File: config.mk
export PLATFORM = sky130hd
export DESIGN_NAME = zbin_pt_accumulator
export DESIGN_NICKNAME = d
export VERILOG_FILES = /design/src/rtl/zbin_pkg.sv /design/src/rtl/sat_add.sv /design/src/rtl/zbin_pt_accumulator.sv
export SDC_FILE = /design/constraint.sdc
export NUM_CORES = 2
export LEC_CHECK = 0
export CELL_PAD_IN_SITES_DETAIL_PLACEMENT = 0
export CELL_PAD_IN_SITES_GLOBAL_PLACEMENT = 2
export CORE_MARGIN = 1.5
export CORE_UTILIZATION = 35
export CTS_CLUSTER_DIAMETER = 120
export CTS_CLUSTER_SIZE = 24
export DETAILED_ROUTE_END_ITERATION = 8
export DONT_BUFFER_PORTS = 1
export PLACE_DENSITY = 0.74
export SLEW_MARGIN = 25
export SYNTH_ARGS = -nofsm -noshare
export SYNTH_HDL_FRONTEND = slang
export SYNTH_SLANG_ARGS = --single-unit
File: constraint.sdc
create_clock -name clk -period 3.31 [get_ports clk]
set_input_delay 0.331 -clock clk [delete_from_list [all_inputs] [get_ports clk]]
set_output_delay 0.331 -clock clk [all_outputs]
set_load 0.1 [all_outputs]
File: src/rtl/zbin_pkg.sv
// Shared definitions for the z-bin jet-finding blocks.
package zbin_pkg;

   localparam int NBINS  = 8;
   localparam int ZBIN_W = 3;

   typedef enum logic {
      IDLE  = 1'b0,
      ACCUM = 1'b1
   } state_e;

   // Unsigned saturating add for operands up to 64 bits; w is the result width.
   function automatic logic [63:0] sat_add_u(input logic [63:0] a,
                                             input logic [63:0] b,
                                             input int unsigned w);
      logic [64:0] s;
      logic [63:0] max;
      s   = {1'b0, a} + {1'b0, b};
      max = (w >= 64) ? '1 : ((64'd1 << w) - 64'd1);
      return (s > {1'b0, max}) ? max : s[63:0];
   endfunction

endpackage

File: src/rtl/sat_add.sv
// Combinational saturating adder: sum = min(a + zero-extended b, 2^WIDTH-1).
module sat_add #(
   parameter int WIDTH    = 32,
   parameter int PT_WIDTH = 16
) (
   input  logic [WIDTH-1:0]    a,
   input  logic [PT_WIDTH-1:0] b,
   output logic [WIDTH-1:0]    sum
);

   logic [WIDTH:0] full;

   assign full = {1'b0, a} + (WIDTH + 1)'(b);
   assign sum  = full[WIDTH] ? '1 : full[WIDTH-1:0];

endmodule

File: src/rtl/zbin_pt_accumulator.sv
// Per-event z-bin track-pT histogrammer with a held, double-buffered result.
module zbin_pt_accumulator
   import zbin_pkg::*;
#(
   parameter int WIDTH     = 32,
   parameter int PT_WIDTH  = 16,
   parameter int CNT_WIDTH = 12
) (
   input  logic                 clk,
   input  logic                 reset,
   input  logic                 in_valid,
   input  logic                 in_first,
   input  logic                 in_last,
   input  logic [ZBIN_W-1:0]    in_zbin,
   input  logic [PT_WIDTH-1:0]  in_pt,
   output logic [WIDTH-1:0]     out0,
   output logic [WIDTH-1:0]     out1,
   output logic [WIDTH-1:0]     out2,
   output logic [WIDTH-1:0]     out3,
   output logic [WIDTH-1:0]     out4,
   output logic [WIDTH-1:0]     out5,
   output logic [WIDTH-1:0]     out6,
   output logic [WIDTH-1:0]     out7,
   output logic [CNT_WIDTH-1:0] out_ntrk,
   output logic                 out_valid,
   output logic                 err_orphan,
   output logic                 err_trunc
);

   state_e               state_q, state_d;
   logic [WIDTH-1:0]     acc_q [NBINS];
   logic [WIDTH-1:0]     acc_d [NBINS];
   logic [WIDTH-1:0]     out_q [NBINS];
   logic [WIDTH-1:0]     out_d [NBINS];
   logic [WIDTH-1:0]     sum   [NBINS];
   logic [CNT_WIDTH-1:0] ntrk_q, ntrk_d;
   logic [CNT_WIDTH-1:0] out_ntrk_q, out_ntrk_d;
   logic                 out_valid_q, out_valid_d;
   logic                 err_orphan_q, err_orphan_d;
   logic                 err_trunc_q, err_trunc_d;
   logic                 publish;

   // One saturating adder per bin; only the addressed bin's result is used.
   for (genvar k = 0; k < NBINS; k++) begin : g_add
      sat_add #(.WIDTH(WIDTH), .PT_WIDTH(PT_WIDTH)) u_sat_add (
         .a   (acc_q[k]),
         .b   (in_pt),
         .sum (sum[k])
      );
   end

   // Next-state, working-set update and publish decision for one beat.
   always_comb begin
      // NOTE: every signal gets a default before any branch so no latch is inferred.
      state_d      = state_q;
      acc_d        = acc_q;
      ntrk_d       = ntrk_q;
      out_d        = out_q;
      out_ntrk_d   = out_ntrk_q;
      out_valid_d  = 1'b0;
      err_orphan_d = 1'b0;
      err_trunc_d  = 1'b0;
      publish      = 1'b0;

      if (in_valid) begin
         if (in_first) begin
            // A new event always restarts the working set, even mid-event.
            err_trunc_d = (state_q == ACCUM);
            for (int k = 0; k < NBINS; k++) acc_d[k] = '0;
            acc_d[in_zbin] = WIDTH'(in_pt);
            ntrk_d         = CNT_WIDTH'(1);
            publish        = in_last;
            state_d        = in_last ? IDLE : ACCUM;
         end else if (state_q == IDLE) begin
            err_orphan_d = 1'b1;
         end else begin
            acc_d[in_zbin] = sum[in_zbin];
            ntrk_d         = (ntrk_q == '1) ? ntrk_q : ntrk_q + CNT_WIDTH'(1);
            publish        = in_last;
            state_d        = in_last ? IDLE : ACCUM;
         end
      end

      // The published set includes the in_last beat itself.
      if (publish) begin
         out_d       = acc_d;
         out_ntrk_d  = ntrk_d;
         out_valid_d = 1'b1;
      end
   end

   // State, working and published register banks with synchronous reset.
   always_ff @(posedge clk) begin
      // NOTE: sequential state uses non-blocking assignments so all flops update together.
      if (reset) begin
         // NOTE: the bin banks are small register files, so resetting them is cheap and
         // guarantees untouched bins publish 0 after reset.
         state_q      <= IDLE;
         for (int k = 0; k < NBINS; k++) begin
            acc_q[k] <= '0;
            out_q[k] <= '0;
         end
         ntrk_q       <= '0;
         out_ntrk_q   <= '0;
         out_valid_q  <= 1'b0;
         err_orphan_q <= 1'b0;
         err_trunc_q  <= 1'b0;
      end else begin
         state_q      <= state_d;
         acc_q        <= acc_d;
         out_q        <= out_d;
         ntrk_q       <= ntrk_d;
         out_ntrk_q   <= out_ntrk_d;
         out_valid_q  <= out_valid_d;
         err_orphan_q <= err_orphan_d;
         err_trunc_q  <= err_trunc_d;
      end
   end

   assign out0       = out_q[0];
   assign out1       = out_q[1];
   assign out2       = out_q[2];
   assign out3       = out_q[3];
   assign out4       = out_q[4];
   assign out5       = out_q[5];
   assign out6       = out_q[6];
   assign out7       = out_q[7];
   assign out_ntrk   = out_ntrk_q;
   assign out_valid  = out_valid_q;
   assign err_orphan = err_orphan_q;
   assign err_trunc  = err_trunc_q;

endmodule

==> results.json <==
{
  "max_freq_mhz": 276,
  "tritoncts": "done",
  "status": "complete, but fails checks",
  "cpPeakStageDelay_ns": 0.41,
  "cts.clk_slew.worst_paths_ns": 0.10,
  "async_flop_share": 0,
  "vias": 35300,
  "whs_ns": -0.268,
  "cts_buffers": 29,
  "synth_area_leaders": "dfxtp_1, ha_1, nor2_1",
  "nFillCells": 8906,
  "finalHoldViolations": 108,
  "synth_top_flop_cell": "dfxtp_1",
  "crit_arrival_ns": 4.16,
  "internal_power_mw": 9.56,
  "critPathLaunchType": "register",
  "grtUsageTotal": 0.357,
  "finalCritPeriodShare": 1.09,
  "layout_common_cells": "buf_4, dfxtp_1, nor2_1",
  "path_max_fanout": 5,
  "drt.antenna.violating_nets": 0,
  "preCtsSetupSlack_ns": -0.744,
  "totalWireLength_microns": 174000,
  "clock_skew_ns": 0.0660,
  "dieArea_sq_mm": 0.0922,
  "die_w_microns": 304,
  "num-nets-final": 4906,
  "mappedNetlistArea_sq_mm": 0.0316,
  "clk_latency_ns": 0.69,
  "rsz0062_at_grt": "yes",
  "finalPower_mw": 14.6,
  "fp.dieH_microns": 304,
  "r2r_cells": 13,
  "floorplan.initialDensity": 0.353,
  "finalSetupViolCount": 324,
  "dp_hpwl_microns": 131000,
  "tns_ns": -28.95,
  "antenna_found_initial": 4,
  "violations": "hold timing, setup timing",
  "cap_viol_max_count": 0,
  "synth_edf_count": 0,
  "p_switching_mw": 5.06,
  "yosys_register_bits": 540,
  "grt_pass1_vias": 33100,
  "drive_gt1_frac": 0.328,
  "syn_avg_cell_area_sq_um": 8.14,
  "core_area_sq_mm": 0.0897,
  "ys_seq_area_frac": 0.342,
  "htreeDepth": 1,
  "dr.pass1.iters": 6,
  "routedWlPerCell_microns": 29.2,
  "grt_remaining_overflow": 0,
  "yosysTopAreaCellShare": 0.342,
  "crit_chain": "ha_4 > fa_2 > a211oi_4 > nor4b_4 > o31ai_4 > o211ai_1 > o41ai_2 > o2111ai_1 > a21oi_2 > and3_4 > buf_8 > a41oi_2 > a22o_1",
  "grt_first_pass_wirelength_microns": 243000,
  "worstSetupPathType": "register to register",
  "num_io_pins": 295,
  "p_clk_frac": 0.294,
  "clk_path_buf_depth": 3,
  "final.min_clock_period_ns": 3.62,
  "synthCells": 3884,
  "grt_max_degree": 388,
  "worst_path_max_delay_cell": "o41ai_2",
  "via_per_inst": 5.94,
  "layout_setup_ws_ns": -0.314,
  "gp_congestion": 0.979,
  "p_per_area_mw_per_mm2": 329,
  "combPwrFrac": 0.225,
  "relSlewSlack": 0.171,
  "drc": 0,
  "synth_area_leader_cell": "dfxtp_1",
  "row_count": 110,
  "worstPathRequired_ns": 3.85,
  "hold_path_depth": 1,
  "synthesis.nets": 4045,
  "area_growth_pct": 40.5,
  "leakagePower_nw": 17.3,
  "vdd_drop_max_mv": 0.504,
  "slew_violations": 0,
  "hold_class": "input port to register",
  "worst_pin_slew_ns": 1.24,
  "drt_iter0_drc": 3821,
  "cts_sinks": 540,
  "postCtsHoldBufs": 52,
  "p_seq_frac": 0.481,
  "clockRootBuffer": "clkbuf_16",
  "end_kind": "register",
  "ys_types": 114,
  "yosys_warnings": 0,
  "swShare": 0.346,
  "port_buffers": 0,
  "mostFrequentLayoutCell": "buf_4"
}
[layout make-up]
type	instances	area [sq um]	area share
diodes	2	5.00	0.000113
inverters	48	180	0.00405
clock buffers	32	737	0.0166
well taps	1176	1470	0.0331
clock inverters	9	130	0.00293
multi-input cells	3028	21900	0.494
flip-flops and latches	540	10800	0.244
repair buffers	1098	9140	0.206
[flip-flops by register name, summed over array words and instances, names as in the netlist]
| signal | count |
|---|---|
| out1 | 32 |
| out3 | 32 |
| out6 | 32 |
| ntrk_q | 12 |
| err_trunc | 1 |
| err_orphan | 1 |
| acc_q | 256 |
| out_valid | 1 |
| out_ntrk | 12 |
| out2 | 32 |
| out0 | 32 |
| out5 | 32 |
| out7 | 32 |
| out4 | 32 |
| state_q | 1 |
[worst paths after layout]
check / startpoint / to / slack [ns]
worst min-delay path: reset / out4[30]$_SDFFE_PP0P_ / -0.27
worst max-delay path: acc_q[160]$_SDFF_PP0_ / out3[12]$_SDFFE_PP0P_ / -0.31
worst min register to register: out2[7]$_SDFFE_PP0P_ / out2[7]$_SDFFE_PP0P_ / 0.46
worst max register to register: acc_q[160]$_SDFF_PP0_ / out3[12]$_SDFFE_PP0P_ / -0.31
[stage by stage]
step | hold WS (ns) | utilization | instances | cell area [sq um]
detailed placement | 0.438 | 0.442 | 5772 | 39600
global route | -0.281 | 0.495 | 5931 | 44400
floorplan | 0.431 | - | 3884 | 31600
global placement | 0.441 | 0.442 | 5772 | 39600
CTS | -0.280 | 0.478 | 5898 | 42900
finish | -0.268 | 0.495 | 5933 | 44500
[repair_timing]
| item | CTS | global route |
|---|---|---|
| gates resized for setup | 333 | 297 |
| endpoints found under the hold margin | 370 | 320 |
| buffers inserted | 38 | 35 |
| pin swaps | 123 | 153 |
| gates cloned | 2 | 4 |
| setup endpoints to repair | 472 | 455 |
[layer usage]
layer | global-route usage | vias to the layer above | part of all wire
met1 | 0.510 | 17200 | 0.45
met2 | 0.557 | 1629 | 0.44
met3 | 0.0490 | 238 | 0.081
met5 | 0 | - | 0.000075
met4 | 0.106 | 2 | 0.036
li1 | - | 16200 | -
[power groups by stage]
stage	logic (mW)	registers (mW)	clock network (mW)
floorplan	1.18	7.50	0
global placement	2.80	7.18	0
detailed placement	2.80	7.18	0
CTS	3.05	7.03	4.36
global route	3.39	7.04	4.53
finish	3.29	7.03	4.30
[logic make-up (layout without fill, tap and decap cells)]
logic type | after synthesis | count (layout) | synth area share
buffers and inverters | 316 | 1187 | 0.0452
adders and majority gates | 137 | 137 | 0.0561
muxes | 8 | 8 | 0.00253
and+or+nand+nor | 1266 | 1266 | 0.189
xor gates and xnor gates | 205 | 205 | 0.0568
other | 0 | 2 | 0
AOI/OAI and AO/OA | 1412 | 1412 | 0.309
DFF | 540 | 540 | 0.342
[cell usage after synthesis, types with 58 or more instances]
| cell type | count |
|---|---|
| dfxtp_1 | 540 |
| nor2_1 | 409 |
| nand2_1 | 383 |
| a21oi_1 | 289 |
| o21ai_0 | 257 |
| clkbuf_1 | 188 |
| a211oi_1 | 145 |
| a22oi_1 | 135 |
| ha_1 | 129 |
| xnor2_1 | 112 |
| nand3_1 | 107 |
| xor2_1 | 93 |
| nor3_1 | 59 |
| o22ai_1 | 59 |
| and3_1 | 58 |
[worst max-delay path: cells and delay by family, from the launching register on]
kind / cells / cell delay, ns
DFF: 1 / 0.35
AOI/OAI and AO/OA: 8 / 2.13
buffers and inverters: 1 / 0.15
adders and majority gates: 2 / 0.53
and+or+nand+nor: 2 / 0.35
(Power assumes the default switching activity.)
